[src/rtl/pll_lock_guard_if.sv]
// Signal bundle between the PLL lock guard and the PLL/fabric around it.
// slave = guard side, master = PLL/system side.
interface pll_lock_guard_if;
  // No handshake: pll_lock and fb_toggle are free-running asynchronous levels,
  // and every guard output is a registered level, valid on every cycle.
  logic        pll_lock;
  logic        fb_toggle;
  logic        pll_rst;
  logic        sys_rst;
  logic        ready;
  logic [3:0]  fail_cnt;
  logic [11:0] meas;

  modport slave (
    input  pll_lock,
    input  fb_toggle,
    output pll_rst,
    output sys_rst,
    output ready,
    output fail_cnt,
    output meas
  );

  modport master (
    output pll_lock,
    output fb_toggle,
    input  pll_rst,
    input  sys_rst,
    input  ready,
    input  fail_cnt,
    input  meas
  );
endinterface

[src/rtl/pll_lock_guard.sv]
// PLL supervisor in the reference-clock domain: resets the PLL, qualifies lock
// and output frequency, then releases the system reset; any failure retries.
module pll_lock_guard #(
  parameter int RST_CYCLES   = 16,
  parameter int LOCK_STABLE  = 256,
  parameter int LOCK_TIMEOUT = 65535,
  parameter int WINDOW       = 1000,
  parameter int EXP_EDGES    = 240,
  parameter int TOL          = 4
) (
  input  logic             clk,
  input  logic             reset,
  pll_lock_guard_if.slave  pll_if,
  output logic [1:0]       o_dbg_state
);

  typedef enum logic [1:0] {
    ST_PRST  = 2'd0,
    ST_WLOCK = 2'd1,
    ST_MEAS  = 2'd2,
    ST_RUN   = 2'd3
  } state_t;

  localparam logic [19:0] C_RST_LAST  = 20'(RST_CYCLES - 1);
  localparam logic [19:0] C_STAB_LAST = 20'(LOCK_STABLE - 1);
  localparam logic [19:0] C_TO_LAST   = 20'(LOCK_TIMEOUT - 1);
  localparam logic [19:0] C_WIN       = 20'(WINDOW);
  localparam logic [11:0] C_EXP       = 12'(EXP_EDGES);
  localparam logic [11:0] C_TOL       = 12'(TOL);

  state_t      r_state;
  state_t      w_state_next;

  logic        r_lock_m;
  logic        r_lock_s;
  logic        r_tog_m;
  logic        r_tog_s;
  logic        r_tog_d;
  logic        w_edge;

  // r_tmr is shared: PRST length, WLOCK timeout, and 1-based window position.
  logic [19:0] r_tmr;
  logic [19:0] w_tmr_next;
  logic [19:0] r_stab;
  logic [19:0] w_stab_next;
  logic [11:0] r_edges;
  logic [11:0] w_edges_next;
  logic [11:0] w_edges_sum;
  logic [11:0] w_dev;
  logic        w_in_tol;
  logic [11:0] r_meas;
  logic [11:0] w_meas_next;
  logic        w_fail;

  logic [3:0]  r_fail_cnt;
  logic        r_pll_rst;
  logic        r_sys_rst;
  logic        r_ready;

  // Two-flop synchronizers; the toggle gets a third flop for edge detection.
  always_ff @(posedge clk) begin
    if (reset) begin
      r_lock_m <= 1'b0;
      r_lock_s <= 1'b0;
      r_tog_m  <= 1'b0;
      r_tog_s  <= 1'b0;
      r_tog_d  <= 1'b0;
    end else begin
      r_lock_m <= pll_if.pll_lock;
      r_lock_s <= r_lock_m;
      r_tog_m  <= pll_if.fb_toggle;
      r_tog_s  <= r_tog_m;
      r_tog_d  <= r_tog_s;
    end
  end

  assign w_edge = r_tog_s ^ r_tog_d;

  always_comb begin
    w_edges_sum = r_edges;
    if (r_edges != 12'hFFF) begin
      w_edges_sum = r_edges + {11'd0, w_edge};
    end
    w_dev    = (w_edges_sum >= C_EXP) ? (w_edges_sum - C_EXP) : (C_EXP - w_edges_sum);
    w_in_tol = (w_dev <= C_TOL);
  end

  always_comb begin
    w_state_next = r_state;
    w_tmr_next   = r_tmr + 20'd1;
    w_stab_next  = r_stab;
    w_edges_next = r_edges;
    w_meas_next  = r_meas;
    w_fail       = 1'b0;
    case (r_state)
      ST_PRST: begin
        if (r_tmr == C_RST_LAST) begin
          w_state_next = ST_WLOCK;
          w_tmr_next   = 20'd0;
          w_stab_next  = 20'd0;
        end
      end
      ST_WLOCK: begin
        w_stab_next = r_lock_s ? (r_stab + 20'd1) : 20'd0;
        // Achieved stability wins over a timeout landing on the same cycle.
        if (r_lock_s && (r_stab == C_STAB_LAST)) begin
          w_state_next = ST_MEAS;
          w_tmr_next   = 20'd1;
          w_edges_next = 12'd0;
        end else if (r_tmr == C_TO_LAST) begin
          w_state_next = ST_PRST;
          w_tmr_next   = 20'd0;
          w_fail       = 1'b1;
        end
      end
      ST_MEAS, ST_RUN: begin
        // Lock loss beats window end and leaves meas untouched.
        if (!r_lock_s) begin
          w_state_next = ST_PRST;
          w_tmr_next   = 20'd0;
          w_fail       = 1'b1;
        end else if (r_tmr == C_WIN) begin
          w_meas_next  = w_edges_sum;
          w_edges_next = 12'd0;
          if (w_in_tol) begin
            w_state_next = ST_RUN;
            w_tmr_next   = 20'd1;
          end else begin
            w_state_next = ST_PRST;
            w_tmr_next   = 20'd0;
            w_fail       = 1'b1;
          end
        end else begin
          w_edges_next = w_edges_sum;
        end
      end
      default: begin
        w_state_next = ST_PRST;
        w_tmr_next   = 20'd0;
      end
    endcase
  end

  always_ff @(posedge clk) begin
    if (reset) begin
      r_state    <= ST_PRST;
      r_tmr      <= 20'd0;
      r_stab     <= 20'd0;
      r_edges    <= 12'd0;
      r_meas     <= 12'd0;
      r_fail_cnt <= 4'd0;
      r_pll_rst  <= 1'b1;
      r_sys_rst  <= 1'b1;
      r_ready    <= 1'b0;
    end else begin
      r_state   <= w_state_next;
      r_tmr     <= w_tmr_next;
      r_stab    <= w_stab_next;
      r_edges   <= w_edges_next;
      r_meas    <= w_meas_next;
      r_pll_rst <= (w_state_next == ST_PRST);
      r_sys_rst <= (w_state_next != ST_RUN);
      r_ready   <= (w_state_next == ST_RUN);
      if (w_fail && (r_fail_cnt != 4'hF)) begin
        r_fail_cnt <= r_fail_cnt + 4'd1;
      end
    end
  end

  assign pll_if.pll_rst  = r_pll_rst;
  assign pll_if.sys_rst  = r_sys_rst;
  assign pll_if.ready    = r_ready;
  assign pll_if.fail_cnt = r_fail_cnt;
  assign pll_if.meas     = r_meas;
  assign o_dbg_state     = r_state;

endmodule

[src/flat_wrapper.sv]
// flat-port wrapper written by rule: the top's interface ports become plain ports
module pll_lock_guard_flat 
#(
  parameter int RST_CYCLES   = 16,
  parameter int LOCK_STABLE  = 256,
  parameter int LOCK_TIMEOUT = 65535,
  parameter int WINDOW       = 1000,
  parameter int EXP_EDGES    = 240,
  parameter int TOL          = 4
)
  (clk, reset, o_dbg_state, pll_if_pll_lock, pll_if_fb_toggle, pll_if_pll_rst, pll_if_sys_rst, pll_if_ready, pll_if_fail_cnt, pll_if_meas);
  pll_lock_guard_if pll_if_i ();
  input  logic clk;
  input  logic reset;
  output logic [1:0] o_dbg_state;
  input wire logic [$bits(pll_if_i.pll_lock)-1:0] pll_if_pll_lock;
  input wire logic [$bits(pll_if_i.fb_toggle)-1:0] pll_if_fb_toggle;
  output wire logic [$bits(pll_if_i.pll_rst)-1:0] pll_if_pll_rst;
  output wire logic [$bits(pll_if_i.sys_rst)-1:0] pll_if_sys_rst;
  output wire logic [$bits(pll_if_i.ready)-1:0] pll_if_ready;
  output wire logic [$bits(pll_if_i.fail_cnt)-1:0] pll_if_fail_cnt;
  output wire logic [$bits(pll_if_i.meas)-1:0] pll_if_meas;
  assign pll_if_i.pll_lock = pll_if_pll_lock;
  assign pll_if_i.fb_toggle = pll_if_fb_toggle;
  assign pll_if_pll_rst = pll_if_i.pll_rst;
  assign pll_if_sys_rst = pll_if_i.sys_rst;
  assign pll_if_ready = pll_if_i.ready;
  assign pll_if_fail_cnt = pll_if_i.fail_cnt;
  assign pll_if_meas = pll_if_i.meas;
  pll_lock_guard #(.RST_CYCLES(RST_CYCLES), .LOCK_STABLE(LOCK_STABLE), .LOCK_TIMEOUT(LOCK_TIMEOUT), .WINDOW(WINDOW), .EXP_EDGES(EXP_EDGES), .TOL(TOL)) u_core (.clk(clk), .reset(reset), .pll_if(pll_if_i), .o_dbg_state(o_dbg_state));
endmodule
[config.mk]
export PLATFORM = sky130hd
export DESIGN_NAME = pll_lock_guard_flat
export DESIGN_NICKNAME = d
export VERILOG_FILES = /design/src/rtl/pll_lock_guard_if.sv /design/src/rtl/pll_lock_guard.sv /design/src/flat_wrapper.sv
export SDC_FILE = /design/constraint.sdc
export NUM_CORES = 1
export LEC_CHECK = 0
export ABC_CLOCK_PERIOD_IN_PS = 3700
export CAP_MARGIN = 40
export CORE_ASPECT_RATIO = 1.25
export CORE_MARGIN = 2
export CORE_UTILIZATION = 54
export DETAILED_ROUTE_END_ITERATION = 16
export PLACE_DENSITY = 0.76
export RECOVER_POWER = 100
export SLEW_MARGIN = 20
export SYNTH_ARGS = -nofsm -noshare
export SYNTH_HDL_FRONTEND = slang
export SYNTH_SLANG_ARGS = --single-unit
[constraint.sdc]
create_clock -name clk -period 3.7 [get_ports clk]
set_input_delay 0.555 -clock clk [delete_from_list [all_inputs] [get_ports clk]]
set_output_delay 0.555 -clock clk [all_outputs]
set_load 0.1 [all_outputs]
==> run summary <==
The run finished with clean final reports. The clock-pin slew on the worst setup and hold paths works out to 0.08 ns. The analysis attributes to cell leakage a power of 1.72 nW. For the area of the placeable core, the log shows 0.00736 mm^2. Maximum fanout along the worst path: 8. The first routing iteration left 270 violations.

Power spread over the standard cell area amounts to 301 mW/mm^2. The number of clock sinks is 78, and the path depth of the worst reg2reg path is 16. The most used flip-flop cell after synthesis was dfxtp_1. For the number of levels in the clock H-tree, the log shows 3. In this run the register-to-register setup slack is 0.14 ns. Arrival time at the worst endpoint: 3.80 ns. The initial standard-cell utilization of the core was 0.554. The netlist uses 63 different library cells. Dividing the detail-routed via count by the number of cells gives 5.98. At the later pin of the worst-skew pair, clock insertion delay measures 0.36 ns. The tools report the total power draw as 1.47 mW. After synthesis, the mean cell area works out to 8.20 um^2. The via count of the first global-routing pass came out at 3617. For the global-route wire length before repair, the log shows 17.0 mm. The worst hold path depth was 1; the share of flip-flops with an asynchronous set or reset after synthesis was 0. The number of flops mapped to enable cells by yosys was 0; the wire length reported by the detailed router was 10.3 mm. Setup violations remaining at the end of the flow were counted as 0. The logs give 0 for the number of design rule violations left after detail routing and 0.383 for the fraction of the yosys area taken by sequential cells. The signed area change from the synthesized netlist to the final layout is 20.2%. The startpoint identified for the worst hold timing path is u_core.r_lock_m. The fraction of final layout cells with drive strength greater than 1 came out at 0.138. The Yosys step of the flow raised 0 warnings.

The cell count after synthesis is 497, and the via count is 3940. Counting along the longest clock path gives a buffer depth of 2. The number of antenna diodes in the final layout is 0. For hold timing, the worst endpoint is u_core.r_lock_s.

The run gives 281 MHz as the highest attainable clock frequency. For the overall fraction of global-route tracks in use, the log shows 0.263. The nature of the critical path startpoint was a flip-flop.

The tools report the normalized max-slew margin as 0.200. The path class of the tightest hold or removal check is flip-flop to flip-flop. The buffer cell driving the clock tree root is clkbuf_8. Count of fill cells added during filler insertion: 645.

The total congestion overflow after global routing came out at 0. The total of flip-flops plus latches after synthesis was 78; the count of pins over their slew limit was 0. The port buffer count is 24, and the area enclosed by the die boundary is 0.00826 mm^2. After synthesis the cells add up to 0.00407 mm^2. The run gives 0.000344 V as the maximum ir drop on the vdd rail. The logs give 1.02 for the last weighted congestion value of the routability-driven placer and 0.0141 ns for the worst setup skew after layout. Synthesis produced a netlist with a net count of 510.

After synthesis, the most frequently instantiated cells are nor2_1, dfxtp_1, nand2_1, a21oi_1, xor2_1. After the last flow step, the layout net total stands at 575. The die height works out to 101 um.

In this run the remaining antenna-violating nets after routing total 0. Before antenna repair, the detailed router went through 5 iterations. TritonCTS created 9 clock buffers. In this run the critical register-to-register path is launched from u_core.r_tog_d. Measured along the x axis, the die boundary spans 81.7 um. The run gives 0 as the number of hold violations in the final report. In the final routed layout, each cell accounts on average for 15.7 um.

The tools report the number of antenna violations at the first check in global routing as 0. The post-route minimum period is 3.56 ns. Entering global routing, the biggest net connects 20 pins.

The tools report the number of hold buffers added after cts as 0. The tools report the capture instance of the worst register-to-register path as u_core.pll_if.fail_cnt[0]. The number of maximum-capacitance violations is 0.

At the worst endpoint, the required time is 3.95 ns. The fraction of post-synthesis cell area in the top cell type by area was 0.383. The worst setup path is captured at a flip-flop.

The ratio of final minimum period to clock period was 0.961; the number of top-level design ports was 25. The most frequent cell after synthesis is nor2_1. The actual transition at the worst max-transition pin is 1.21 ns.

TritonCTS built the clock tree. The largest area contributor in the netlist was dfxtp_1. The half-perimeter wire length after placement came out at 7.52 mm.

In this run the core area contains 35 standard-cell rows. The worst setup path is of the flip-flop to flip-flop kind. In the post-synthesis netlist, the biggest area contributors are dfxtp_1, nor2_1, xor2_1. The tightest hold path in the finished design has a slack of 0.443 ns.
[cell usage in the layout (no fill, tap or decap), types with 7 or more instances in the layout]
cell             instances
buf_4                   23
nand4_1                 16
nor4_1                  11
clkdlybuf4s50_1         20
and3_1                   9
inv_1                    9
nand3_1                 22
clkbuf_8                10
ha_1                     7
xnor2_1                 12
nor2_1                  93
nand2_1                 44
dfxtp_1                 76
clkbuf_1                23
xor2_1                  24
a22oi_1                  9
nor3_1                  14
a21oi_1                 25
o21ai_0                 10
[per-stage QoR]
stage	std cells	TNS, ns	area [um^2]	util	setup WS, ns
2_1_floorplan	497	0	4070	-	0.159
3_3_place_gp	618	0	4530	0.616	0.0965
3_5_place_dp	640	0	4850	0.660	0.0314
4_1_cts	656	0	5030	0.684	0.0347
5_1_grt	659	-0.00285	4900	0.665	-0.00285
6_report	659	0	4900	0.665	0.145
[timing repair]
action,CTS,global route
gates resized for setup,1,16
setup endpoints to repair,2,10
pin swaps,0,3
setup buffers,0,3
[per-layer routing]
layer / global-route usage / up-vias / part of all wire / wire length, um
li1: - / 1908 / - / -
met3: 0.0394 / 33 / 0.047 / 484
met5: 0 / - / 0 / 0
met4: 0.0756 / 0 / 0.031 / 320
met1: 0.310 / 1867 / 0.41 / 4250
met2: 0.485 / 132 / 0.51 / 5280
[state kept, by name (all words and copies together) (netlist names), 2 cells and up]
name and count:
u_core.r_tmr 20, u_core.pll_if.fail_cnt 4, u_core.r_edges 12, u_core.pll_if.meas 12
u_core.r_stab 20, u_core.o_dbg_state 2
[cell type report]
type / instances / area (um^2) / area share
Clock buffer: 11 / 141 / 0.0289
Clock inverter: 5 / 35.0 / 0.00716
Inverter: 10 / 38.8 / 0.00792
Multi-Input combinational cell: 390 / 2460 / 0.502
Sequential cell: 78 / 1560 / 0.319
Tap cell: 92 / 115 / 0.0235
Timing Repair Buffer: 73 / 546 / 0.111
[how the worst max path moves through the flow]
stage | from | endpoint | cells past startpoint
global placement | u_core.r_tog_s | u_core.pll_if.sys_rst | 14
floorplan | u_core.r_tog_s | u_core.pll_if.fail_cnt[0] | 14
CTS | u_core.r_tog_s | u_core.pll_if.sys_rst | 14
global route | u_core.r_tog_d | u_core.pll_if.sys_rst | 16
finish | u_core.r_tog_d | u_core.pll_if.fail_cnt[0] | 16
detailed placement | u_core.r_tog_s | u_core.pll_if.sys_rst | 14
[logic make-up (layout without fill, tap and decap cells)]
logic type	count (synthesis)	after routing	synth area share
simple gates	255	255	0.314
compound gates	82	82	0.147
flops	78	78	0.383
xor+xnor	37	37	0.0795
buf+inv	29	99	0.0292
fa+ha+maj	9	9	0.0276
mux	7	7	0.0193
[power breakdown]
group | switching [mW] | internal [mW] | total, mW
combinational | 0.0259 | 0.0145 | 0.0403
clock | 0.322 | 0.261 | 0.582
sequential | 0.00475 | 0.844 | 0.849
[worst max-delay path, cell delays in order, from the launching register on]
cell       delay, ns
dfxtp_1         0.33
xor2_2          0.17
ha_2            0.22
ha_1            0.19
and3_2          0.24
and2_1          0.16
a21o_1          0.20
clkinv_2        0.06
ha_2            0.22
a311oi_4        0.10
buf_4           0.18
a221oi_1        0.33
o2111ai_2       0.22
nor4_2          0.29
nor2_2          0.12
nand2_1         0.11
mux2_4          0.29
(Power assumes the default switching activity.)
